==> config.mk <==
export PLATFORM = sky130hd
export DESIGN_NAME = alu_hazard_ctrl
export DESIGN_NICKNAME = d
export VERILOG_FILES = /design/src/rtl/alu_hazard_ctrl_pkg.sv /design/src/rtl/alu_hazard_ctrl_fwd_select_unit.sv /design/src/rtl/alu_hazard_ctrl.sv
export SDC_FILE = /design/constraint.sdc
export NUM_CORES = 1
export LEC_CHECK = 0
export BUFFER_PORTS_ARGS = -buffer_cell sky130_fd_sc_hd__clkbuf_2
export CORE_UTILIZATION = 35
export DETAILED_ROUTE_END_ITERATION = 12
export PLACE_DENSITY_LB_ADDON = 0.2
export SLEW_MARGIN = 20
export SYNTH_ARGS = -nofsm -noshare
export SYNTH_HDL_FRONTEND = slang
export SYNTH_SLANG_ARGS = --single-unit
==> constraint.sdc <==
create_clock -name clk -period 3.1 [get_ports clk]
set_clock_uncertainty 0.15 [all_clocks]
set_input_delay 0.155 -clock clk [delete_from_list [all_inputs] [get_ports clk]]
set_output_delay 0.155 -clock clk [all_outputs]
set_load 0.05 [all_outputs]
==> src/rtl/alu_hazard_ctrl_pkg.sv <==
// alu_hazard_ctrl_pkg: ALU mux select encodings, bus widths and forwarding helper shared by the hazard controller
package alu_hazard_ctrl_pkg;
   localparam int ALU_SEL_W = 2;
   localparam int REG_ADDR_BUS_W = 5;
   typedef enum logic [ALU_SEL_W-1:0] {
      FROM_REG     = 2'b00,
      FROM_ALU_MEM = 2'b01,
      FROM_MEM_WB  = 2'b10
   } alu_mux_select_bus_t;
   function automatic alu_mux_select_bus_t fwd_sel(input logic mem_hit, input logic wb_hit);
      return mem_hit ? FROM_ALU_MEM : wb_hit ? FROM_MEM_WB : FROM_REG;
   endfunction
endpackage

==> src/rtl/alu_hazard_ctrl_fwd_select_unit.sv <==
// fwd_select_unit: forwarding source for one ALU operand (rs, use_rs, ALU_MEM/MEM_WB record fields in; sel out)
module fwd_select_unit import alu_hazard_ctrl_pkg::*; #(
   parameter int REG_ADDR_W = REG_ADDR_BUS_W
) (
   input  logic [REG_ADDR_W-1:0] rs,
   input  logic                  use_rs,
   input  logic                  mem_valid,
   input  logic                  mem_reg_write,
   input  logic [REG_ADDR_W-1:0] mem_rd,
   input  logic                  wb_valid,
   input  logic                  wb_reg_write,
   input  logic [REG_ADDR_W-1:0] wb_rd,
   output alu_mux_select_bus_t   sel
);
   logic mem_hit, wb_hit;
   assign mem_hit = use_rs & mem_valid & mem_reg_write & (mem_rd != '0) & (mem_rd == rs);
   assign wb_hit = use_rs & wb_valid & wb_reg_write & (wb_rd != '0) & (wb_rd == rs);
   assign sel = fwd_sel(mem_hit, wb_hit);
endmodule

==> src/rtl/alu_hazard_ctrl.sv <==
// alu_hazard_ctrl: execute-stage forwarding selects, load-use stall/bubble and flush handling
// in : clk, rst, decValid, decRs1, decRs2, decUsesRs2, decRd, decRegWrite, decMemRead, flush
// out: select1, select2, stall, bubble; stallCount, flushCount when ALU_HAZARD_PERF_EN is defined
module alu_hazard_ctrl import alu_hazard_ctrl_pkg::*; #(
   parameter int REG_ADDR_W = REG_ADDR_BUS_W,
   parameter int SEL_W = ALU_SEL_W
`ifdef ALU_HAZARD_PERF_EN
   ,
   parameter int PERF_CNT_W = 32
`endif
) (
   input  logic                  clk,
   input  logic                  rst,
   input  logic                  decValid,
   input  logic [REG_ADDR_W-1:0] decRs1,
   input  logic [REG_ADDR_W-1:0] decRs2,
   input  logic                  decUsesRs2,
   input  logic [REG_ADDR_W-1:0] decRd,
   input  logic                  decRegWrite,
   input  logic                  decMemRead,
   input  logic                  flush,
   output logic [SEL_W-1:0]      select1,
   output logic [SEL_W-1:0]      select2,
   output logic                  stall,
   output logic                  bubble
`ifdef ALU_HAZARD_PERF_EN
   ,
   output logic [PERF_CNT_W-1:0] stallCount,
   output logic [PERF_CNT_W-1:0] flushCount
`endif
);
   typedef struct packed {
      logic                  valid;
      logic [REG_ADDR_W-1:0] rs1;
      logic [REG_ADDR_W-1:0] rs2;
      logic                  uses_rs2;
      logic [REG_ADDR_W-1:0] rd;
      logic                  reg_write;
      logic                  mem_read;
   } stage_rec_t;
   stage_rec_t ex, mem, wb, dec;
   alu_mux_select_bus_t sel1, sel2;
   logic load_use, unused_fields;
   assign load_use = ex.valid & ex.mem_read & (ex.rd != '0) & decValid &
                     ((ex.rd == decRs1) | (decUsesRs2 & (ex.rd == decRs2)));
   assign stall = load_use & ~flush;
   assign bubble = load_use | flush;
   assign dec = '{valid: decValid & ~stall & ~flush, rs1: decRs1, rs2: decRs2, uses_rs2: decUsesRs2,
                  rd: decRd, reg_write: decRegWrite, mem_read: decMemRead};
   assign unused_fields = ^{wb.rs1, wb.rs2, wb.uses_rs2, wb.mem_read};
   always_ff @(posedge clk)
      if (rst) begin
         ex <= '0;
         mem <= '0;
         wb <= '0;
      end else begin
         ex <= dec;
         mem <= ex;
         wb <= mem;
      end
   fwd_select_unit #(.REG_ADDR_W(REG_ADDR_W)) u_fwd1 (
      .rs(ex.rs1), .use_rs(ex.valid),
      .mem_valid(mem.valid), .mem_reg_write(mem.reg_write), .mem_rd(mem.rd),
      .wb_valid(wb.valid), .wb_reg_write(wb.reg_write), .wb_rd(wb.rd),
      .sel(sel1)
   );
   fwd_select_unit #(.REG_ADDR_W(REG_ADDR_W)) u_fwd2 (
      .rs(ex.rs2), .use_rs(ex.valid & ex.uses_rs2),
      .mem_valid(mem.valid), .mem_reg_write(mem.reg_write), .mem_rd(mem.rd),
      .wb_valid(wb.valid), .wb_reg_write(wb.reg_write), .wb_rd(wb.rd),
      .sel(sel2)
   );
   assign select1 = SEL_W'(sel1);
   assign select2 = SEL_W'(sel2);
   // A load in ALU_MEM only has its address; the load-use stall must keep consumers from selecting it.
   assert property (@(posedge clk) disable iff (rst)
      !(mem.valid && mem.mem_read && (sel1 == FROM_ALU_MEM || sel2 == FROM_ALU_MEM)));
`ifdef ALU_HAZARD_PERF_EN
   always_ff @(posedge clk)
      if (rst) begin
         stallCount <= '0;
         flushCount <= '0;
      end else begin
         stallCount <= stallCount + PERF_CNT_W'(stall & ~&stallCount);
         flushCount <= flushCount + PERF_CNT_W'(flush & ~&flushCount);
      end
`endif
endmodule

==> flow_metrics.tcl, run 1 <==
set metrics [dict create \
    cts_tree "yes" \
    ff2ff_setup_slack_ps 1540 \
    netSwitchingPower_mw 0.201 \
    post_cts_buffers 0 \
    floorplan.die_area_um2 4030 \
    cp-start-kind "register" \
    final_area_um2 1770 \
    slowest_stage "or4_1" \
    fmax_ghz 0.421 \
    slowest_delay_ps 560 \
    track_usage_pct 14.4 \
    critical_path.most_common_cell "nor4_2" \
    vias 961 \
    grt_pass1_wl_um 4280 \
    cts_hold_buffers 19 \
    avgViaCountPerCell 4.41 \
    setup_ws_ps 723 \
    avgSynthCellArea_um2 10.7 \
    io_pins 28 \
    dp.cells 192 \
    synthAdderAreaFrac_pct 0 \
    crit_start "mem[2]" \
    yosys-top-cells-area "dfxtp_1, nor2b_1, xor2_1, xnor2_1, or4_1" \
    start_util_pct 38.2 \
    yosys_warnings 0 \
    post-dp-hpwl_um 1900 \
    wl_um 2580 \
    clkSlewWorstSetupHoldPaths_ps 70 \
    p_comb_share_pct 10.8 \
    clock_power_share_pct 36.4 \
    required_ps 2790 \
    cts_root_buffer "clkbuf_8" \
    drv_slew 0 \
    reg2reg_depth 4 \
    status "finished, final reports clean" \
    synth_xor_area_share_pct 19.8 \
    syn_inst 124 \
    syn_nets 146 \
    cp.arrival_ps 2070 \
    cts.sinks 33 \
    r2r_start "ex[5]" \
    holdPathStages 3 \
    seqPwrFrac_pct 52.7 \
    synth_top_family_by_area "simple AND/OR/NAND/NOR gates" \
    worstPathCellList "or4_1, o2111ai_2, nor4_2, nor4_2, clkbuf_2" \
    avgRoutedWirePerCell_um 11.8 \
    synth-compound-area-share_pct 4.44 \
    stdcell_count 218 \
    intPower_mw 0.675 \
    finalSetupViolCount 0 \
    holdWs_ps 18.8 \
    period_minus_slack_ps 2380 \
    yosys.area.top_type "dfxtp_1" \
    irDropWorstVdd_mv 0.276 \
    worstSetupPathType "register to output port" \
    hp-class "primary input to register" \
    core_um2 3470 \
    n_antenna_cell 0 \
    holdCritStartpoint "flush" \
    cts.htree.levels 2 \
    gp_congestion 0.768 \
    p_per_area_nw_per_um2 496 \
    placementRows 21 \
    clk_latency_ps 280 \
    die_x_um 63.5 \
    synth_seq_area_share_pct 49.9 \
    cts_buffers 5 \
    antenna_found_initial 0 \
    drt_iter0_drc 41 \
    grt_pass1_vias 972 \
    io_buffers 27 \
    maxCapViolCount 0 \
    grt_overflow_total 0 \
    grt_start_max_net_pins 34 \
    dieHeight_um 63.5 \
    synth_cell_types 19 \
    reg2reg_to "ex[18]" \
    rsz0062_at_grt "false" \
    synth-simple-area-share_pct 23.8 \
    ys_seq_elements 33 \
    power_leakage_nw 0.763 \
    layout.nets 194 \
    dp_slack_ps 1010 \
    relSlewSlack_pct 56.7 \
    worstMarginPinSlew_ps 650 \
    drive_gt1_share_pct 20.9 \
    ctsLongestPathBuffers 2 \
    synth_top_area_share_pct 49.9 \
    fin_setup_tns_ps 0 \
    finalHoldViolCount 0 \
    sw_frac_of_total_pct 22.9 \
    area_delta_synth_final_pct 33.5 \
    period_share_pct 76.7 \
    cts_resized 0 \
    netlist_area_um2 1320 \
    drtAntennaViolNets 0 \
    final_common_cell "dfxtp_1" \
    cp-end-kind "output port" \
    synthMuxAreaShare_pct 0 \
    worst-path-max-fanout 4 \
    final_cell_mix "dfxtp_1, nor2b_1, clkbuf_2" \
    placed_area_um2 1490 \
    drt_first_pass_iters 3 \
    hold_path_end "ex[18]" \
    route.detailed.drc 0 \
]
==> registers in the layout, indices dropped and copies added, names as in the netlist <==
register / cells
ex: 19
mem: 7
wb: 7
==> cell families (layout without fill, tap and decap cells) <==
kind of cell              count (synthesis)  in the layout
DFF                                      33             33
AOI/OAI and AO/OA                         6              6
and+or+nand+nor                          50             50
buffers and inverters                     5             53
xor gates and xnor gates                 30             30
==> per-layer routing <==
metal  vias up  GRT usage (%)  routed length (um)
met2        26           23.5                1210
met5         -              0                   0
met4         0           6.82                  42
li1        504              -                   -
met3         5           4.89                 118
met1       426           16.7                1210
==> critical path: cells and delay by family (launching register included) <==
family / cells / cell delay (ps)
buffers and inverters: 1 / 310
AO/OA/AOI/OAI: 1 / 230
flip-flops: 1 / 340
AND/OR/NAND/NOR: 3 / 920
==> area by class of cell <==
class / count / area, um2
clock buffers: 7 / 86.3
repair buffers: 46 / 325
fillers: 331 / 1700
flip-flops and latches: 33 / 661
multi-input cells: 86 / 637
well taps: 46 / 57.6
==> how the worst max path moves through the flow <==
stage,end
global placement,select1[1]
CTS,select1[1]
detailed placement,select1[1]
finish,select1[1]
floorplan,select2[1]
global route,select1[1]
==> synthesized netlist by cell type <==
cell type and instances:
dfxtp_1 33, nor4_1 2, o2111ai_1 2, o211a_1 1, nor4_2 2, nor3_1 4, or4_1 4, buf_4 2
o2111ai_2 1, clkbuf_1 3, o21bai_1 1, nand2_1 1, nor2_1 2, xnor2_1 10, nand4_1 1, nand3_1 2
xor2_1 20, a32oi_1 1, nor2b_1 32
==> power groups by stage <==
stage	sequential, mW	combinational (mW)	clock [mW]
after global placement	0.472	0.0739	0
after floorplan	0.466	0.0520	0
after detailed placement	0.472	0.0765	0
after global routing	0.465	0.105	0.350
final	0.462	0.0947	0.319
after CTS	0.463	0.0950	0.326
==> through the flow <==
stage                     util (%)  total power, mW
after CTS                     50.9            0.884
after global routing          50.9            0.920
after global placement        43.0            0.546
after detailed placement      43.0            0.549
final                         50.9            0.876
after floorplan                  -            0.518
Power figures use the tool's default switching activity.
==> run 2, diff against run 1 <==
==> constraint.sdc (replaced) <==
create_clock -name clk -period 2.1 [get_ports clk]
set_clock_uncertainty 0.15 [all_clocks]
set_input_delay 0.105 -clock clk [delete_from_list [all_inputs] [get_ports clk]]
set_output_delay 0.105 -clock clk [all_outputs]
set_load 0.05 [all_outputs]
==> run 2 against run 1 <==
- the flow now finishes with violations (setup timing)
- global-route usage up 1.3 points
- wire length is 8.3% higher
- non-clock buffer count increased by 4
- sequential share of layout area shrank 1.9 points
- power rose by 47%
- highest routed layer unchanged
- count of clock-buffer cells in the layout increased by 1
- largest cell class is now multi-input combinational cells
- worst setup slack lost 750 ps
- combinational power is 69% higher
- die area did not move
- clock power up 39%
- register-to-register slack worse by 1000 ps
- core utilization is 4.2 points higher
==> flow_metrics.tcl, run 2 (synthesis gave the netlist of run 1 again) <==
set metrics [dict create \
    grt_pass1_vias 1047 \
    n_antenna_cell 0 \
    drv_slew 0 \
    track_usage_pct 15.7 \
    final_common_cell "nor2b_1" \
    status "finished, violations left" \
    antenna_found_initial 0 \
    hp-class "primary input to register" \
    cts_tree "yes" \
    placed_area_um2 1520 \
    violations "setup timing" \
    io_buffers 27 \
    cts.sinks 33 \
    required_ps 1850 \
    ctsLongestPathBuffers 2 \
    sw_frac_of_total_pct 23.8 \
    critical_path.most_common_cell "or4_4" \
    final_cell_mix "nor2b_1, dfxtp_1, clkbuf_2" \
    worst-path-max-fanout 3 \
    intPower_mw 0.979 \
    layout.nets 198 \
    core_um2 3470 \
    fmax_ghz 0.471 \
    worstMarginPinSlew_ps 631 \
    avgRoutedWirePerCell_um 12.5 \
    period_minus_slack_ps 2120 \
    maxCapViolCount 0 \
    path_buf_inv 1 \
    gp_congestion 0.825 \
    io_pins 28 \
    largest_register "ex" \
    worstPathCellList "or4_4, o2111ai_2, or4_4, nor4_4, clkbuf_8" \
    cts.htree.levels 2 \
    drive_gt1_share_pct 31.1 \
    holdWs_ps 279 \
    largest_registers "ex (19), mem (7), wb (7)" \
    route.detailed.drc 0 \
    cp-end-kind "output port" \
    netSwitchingPower_mw 0.307 \
    post-dp-hpwl_um 1920 \
    path_delay_family "simple AND/OR/NAND/NOR gates" \
    drt_iter0_drc 32 \
    cp.arrival_ps 1870 \
    drtAntennaViolNets 0 \
    cts_buffers 5 \
    avgViaCountPerCell 4.51 \
    die_x_um 63.5 \
    clk_latency_ps 280 \
    p_comb_share_pct 12.5 \
    area_delta_synth_final_pct 44.5 \
    vias 1006 \
    dp_slack_ps 44.8 \
    dp.cells 193 \
    rsz0062_at_grt "true" \
    cp-start-kind "register" \
    finalSetupViolCount 1 \
    floorplan.die_area_um2 4030 \
    cts_root_buffer "clkbuf_8" \
    clock_power_share_pct 34.6 \
    power_leakage_nw 0.803 \
    final_area_um2 1910 \
    worstSetupPathType "register to output port" \
    drt_first_pass_iters 2 \
    period_share_pct 101 \
    start_util_pct 38.2 \
    stdcell_count 223 \
    grt_pass1_wl_um 4630 \
    dieHeight_um 63.5 \
    largest_reg_flops 19 \
    slowest_stage "or4_4" \
    irDropWorstVdd_mv 0.468 \
    finalHoldViolCount 0 \
    placementRows 21 \
    setup_ws_ps -21.9 \
    wl_um 2790 \
    seqPwrFrac_pct 53.0 \
    slowest_delay_ps 450 \
    clkSlewWorstSetupHoldPaths_ps 60 \
    relSlewSlack_pct 57.9 \
    p_per_area_nw_per_um2 672 \
    grt_start_max_net_pins 34 \
    grt_overflow_total 0 \
]
-- run 2: through the flow --
stage                     total power, mW  utilization (%)  TNS [ps]
final                                1.29             55.2     -21.9
after global routing                 1.35             55.2      -190
after CTS                            1.30             54.5     -31.4
after detailed placement            0.812             43.7         0
after global placement              0.809             43.7         0
after floorplan                     0.766                -         0
-- run 2: repair_timing --
action	4_1_cts	5_1_grt
gates resized for setup	21	10
hold buffers	20	0
hold endpoints to repair	19	0
pin swaps	7	1
buffers inserted	2	0
endpoints found under the setup margin	3	5
-- run 2: worst reg2reg max path, delay by kind of cell, from the launching register on --
kind | cells | cell delay (ps)
AOI/OAI and AO/OA | 2 | 460
xor gates and xnor gates | 1 | 140
DFF | 1 | 450
and+or+nand+nor | 1 | 260
-- run 2: path summary, 6_finish.rpt --
path               from         end  slack, ps  cells past startpoint
setup / recovery  wb[6]  select1[1]        -20                      5
hold / removal      rst       ex[7]        280                      2
setup reg to reg  ex[6]      ex[18]        540                      4
hold reg to reg   ex[1]      mem[1]        290                      1
-- run 2: power groups by stage --
stage | logic, mW | clock network [mW] | registers, mW
after global placement | 0.113 | 0 | 0.696
after global routing | 0.176 | 0.493 | 0.684
after floorplan | 0.0783 | 0 | 0.688
after detailed placement | 0.116 | 0 | 0.696
final | 0.160 | 0.444 | 0.681
after CTS | 0.157 | 0.457 | 0.682
-- run 2: layout make-up --
| class | count | area (um2) |
|---|---|---|
| Sequential cell | 33 | 678 |
| Timing Repair Buffer | 50 | 380 |
| Multi-Input combinational cell | 86 | 717 |
| Clock buffer | 8 | 80.1 |
| Fill cell | 328 | 1560 |
| Tap cell | 46 | 57.6 |
-- run 2: metal layers --
metal	global-route usage, %	routed length [um]	vias to the layer above
met5	0	0	-
met4	8.52	63	0
met3	5.43	124	6
met2	26.1	1390	26
met1	17.3	1210	459
li1	-	-	515
==> run 3, diff against run 2 <==
--- a/config.mk
+++ b/config.mk
@@ -8,6 +8,7 @@
 export BUFFER_PORTS_ARGS = -buffer_cell sky130_fd_sc_hd__clkbuf_2
 export CORE_UTILIZATION = 35
 export DETAILED_ROUTE_END_ITERATION = 12
+export MAX_ROUTING_LAYER = met4
 export PLACE_DENSITY_LB_ADDON = 0.2
 export SLEW_MARGIN = 20
 export SYNTH_ARGS = -nofsm -noshare
==> constraint.sdc (replaced) <==
create_clock -name clk -period 2.4 [get_ports clk]
set_clock_uncertainty 0.15 [all_clocks]
set_input_delay 0.12 -clock clk [delete_from_list [all_inputs] [get_ports clk]]
set_output_delay 0.12 -clock clk [all_outputs]
set_load 0.05 [all_outputs]
==> run 3 against run 2 <==
- non-clock buffer count is 3 lower
- flip-flop and latch count stayed put
- core utilization fell by 3.7 points
- largest power group unchanged
- clock power decreased by 8.6%
- the run now ends clean
- global-route usage is 0.78 points lower
==> flow_metrics.tcl, run 3 (synthesis gave the netlist of run 1 again) <==
set metrics [dict create \
    irDropWorstVdd_mv 0.353 \
    drive_gt1_share_pct 21.4 \
    route.detailed.drc 0 \
    largest_registers "ex (19), mem (7), wb (7)" \
    finalHoldViolCount 0 \
    dieHeight_um 63.5 \
    placed_area_um2 1500 \
    holdPathStages 1 \
    die_x_um 63.5 \
    avgViaCountPerCell 4.52 \
    path_delay_family "simple AND/OR/NAND/NOR gates" \
    power_leakage_nw 0.769 \
    slowest_delay_ps 550 \
    slowest_stage "or4_1" \
    cts.htree.levels 2 \
    final_common_cell "dfxtp_1" \
    path_buf_inv 1 \
    track_usage_pct 14.9 \
    cp.depth 5 \
    cp-start-kind "register" \
    grt_start_max_net_pins 34 \
    drtAntennaViolNets 0 \
    rsz0062_at_grt "false" \
    worstMarginPinSlew_ps 625 \
    finalSetupViolCount 0 \
    worstSetupPathType "register to output port" \
    io_buffers 27 \
    critical_path.most_common_cell "nor4_2" \
    placementRows 21 \
    r2r_start "ex[5]" \
    worst-path-max-fanout 4 \
    period_share_pct 95.8 \
    cts.sinks 33 \
    drt_first_pass_iters 4 \
    reg2reg_depth 5 \
    gp_congestion 0.794 \
    p_per_area_nw_per_um2 632 \
    cp.arrival_ps 2030 \
    floorplan.die_area_um2 4030 \
    fin_setup_tns_ps 0 \
    worstPathCellList "or4_1, o2111ai_2, nor4_2, nor4_2, clkbuf_4" \
    crit_start "mem[2]" \
    dp_slack_ps 350 \
    cts_tree "yes" \
    cp-end-kind "output port" \
    largest_register "ex" \
    layout.nets 195 \
    area_delta_synth_final_pct 34.8 \
    start_util_pct 38.2 \
    final_area_um2 1780 \
    stdcell_count 219 \
    io_pins 28 \
    hp-class "register to register" \
    dp.cells 192 \
    grt_pass1_vias 990 \
    core_um2 3470 \
    ctsLongestPathBuffers 2 \
    fmax_ghz 0.435 \
    maxCapViolCount 0 \
    holdCritStartpoint "ex[1]" \
    cts_root_buffer "clkbuf_8" \
    avgRoutedWirePerCell_um 11.8 \
    n_antenna_cell 0 \
    largest_reg_flops 19 \
    wl_um 2580 \
    grt_pass1_wl_um 4330 \
    status "finished, final reports clean" \
    vias 989 \
    drv_slew 0 \
    setup_ws_ps 102 \
    grt_overflow_total 0 \
    period_minus_slack_ps 2300 \
    antenna_found_initial 0 \
    post-dp-hpwl_um 1970 \
    cts_buffers 5 \
    drt_iter0_drc 17 \
    relSlewSlack_pct 58.3 \
    clk_latency_ps 280 \
    final_cell_mix "dfxtp_1, nor2b_1, clkbuf_2" \
    clkSlewWorstSetupHoldPaths_ps 60 \
    required_ps 2130 \
]
## run 3: cell types whose count changed in the layout (fill, tap and decap cells not counted), moves of 3 or more
cell      change
or4_1         +3
dfxtp_4       -3
buf_4         -5
dfxtp_1       +8
or4_4         -3
clkbuf_2      +4
dfxtp_2       -5
## run 3: layer usage
layer,part of all wire (%),global-route usage (%),up-vias
met3,5.0,5.62,4
met1,45,15.9,449
met5,0,-,-
met2,49,24.6,30
met4,1.0,5.97,0
li1,-,-,506
## run 3: layout make-up
class | count | area, um2
clock buffer | 7 | 86.3
fill | 338 | 1680
sequential | 33 | 661
tap | 46 | 57.6
multi-input combinational | 86 | 642
timing repair buffer | 47 | 338
## run 3: where the power goes
part / switching, mW / leakage (nW) / internal [mW]
registers: 0.0249 / 0.273 / 0.573
logic: 0.0499 / 0.452 / 0.0735
clock network: 0.179 / 0.0443 / 0.227
## run 3: path summary, 6_finish.rpt
| path | end | slack (ps) |
|---|---|---|
| setup / recovery | select1[1] | 100 |
| hold / removal | mem[1] | 280 |
| setup reg to reg | ex[18] | 310 |
| hold reg to reg | mem[1] | 280 |
## run 3: what timing repair did
item,CTS,global route
gates resized for setup,0,2
hold buffers,20,0
endpoints found under the hold margin,19,0
buffers inserted,0,0
setup endpoints to repair,0,1
## run 3: stage by stage
step           total power [mW]  utilization (%)  hold slack (ps)
3_3_place_gp              0.705             43.1              178
5_1_grt                    1.19             51.4              314
4_1_cts                    1.14             51.4              291
3_5_place_dp              0.709             43.1              183
2_1_floorplan             0.669                -             41.6
6_report                   1.13             51.4              284
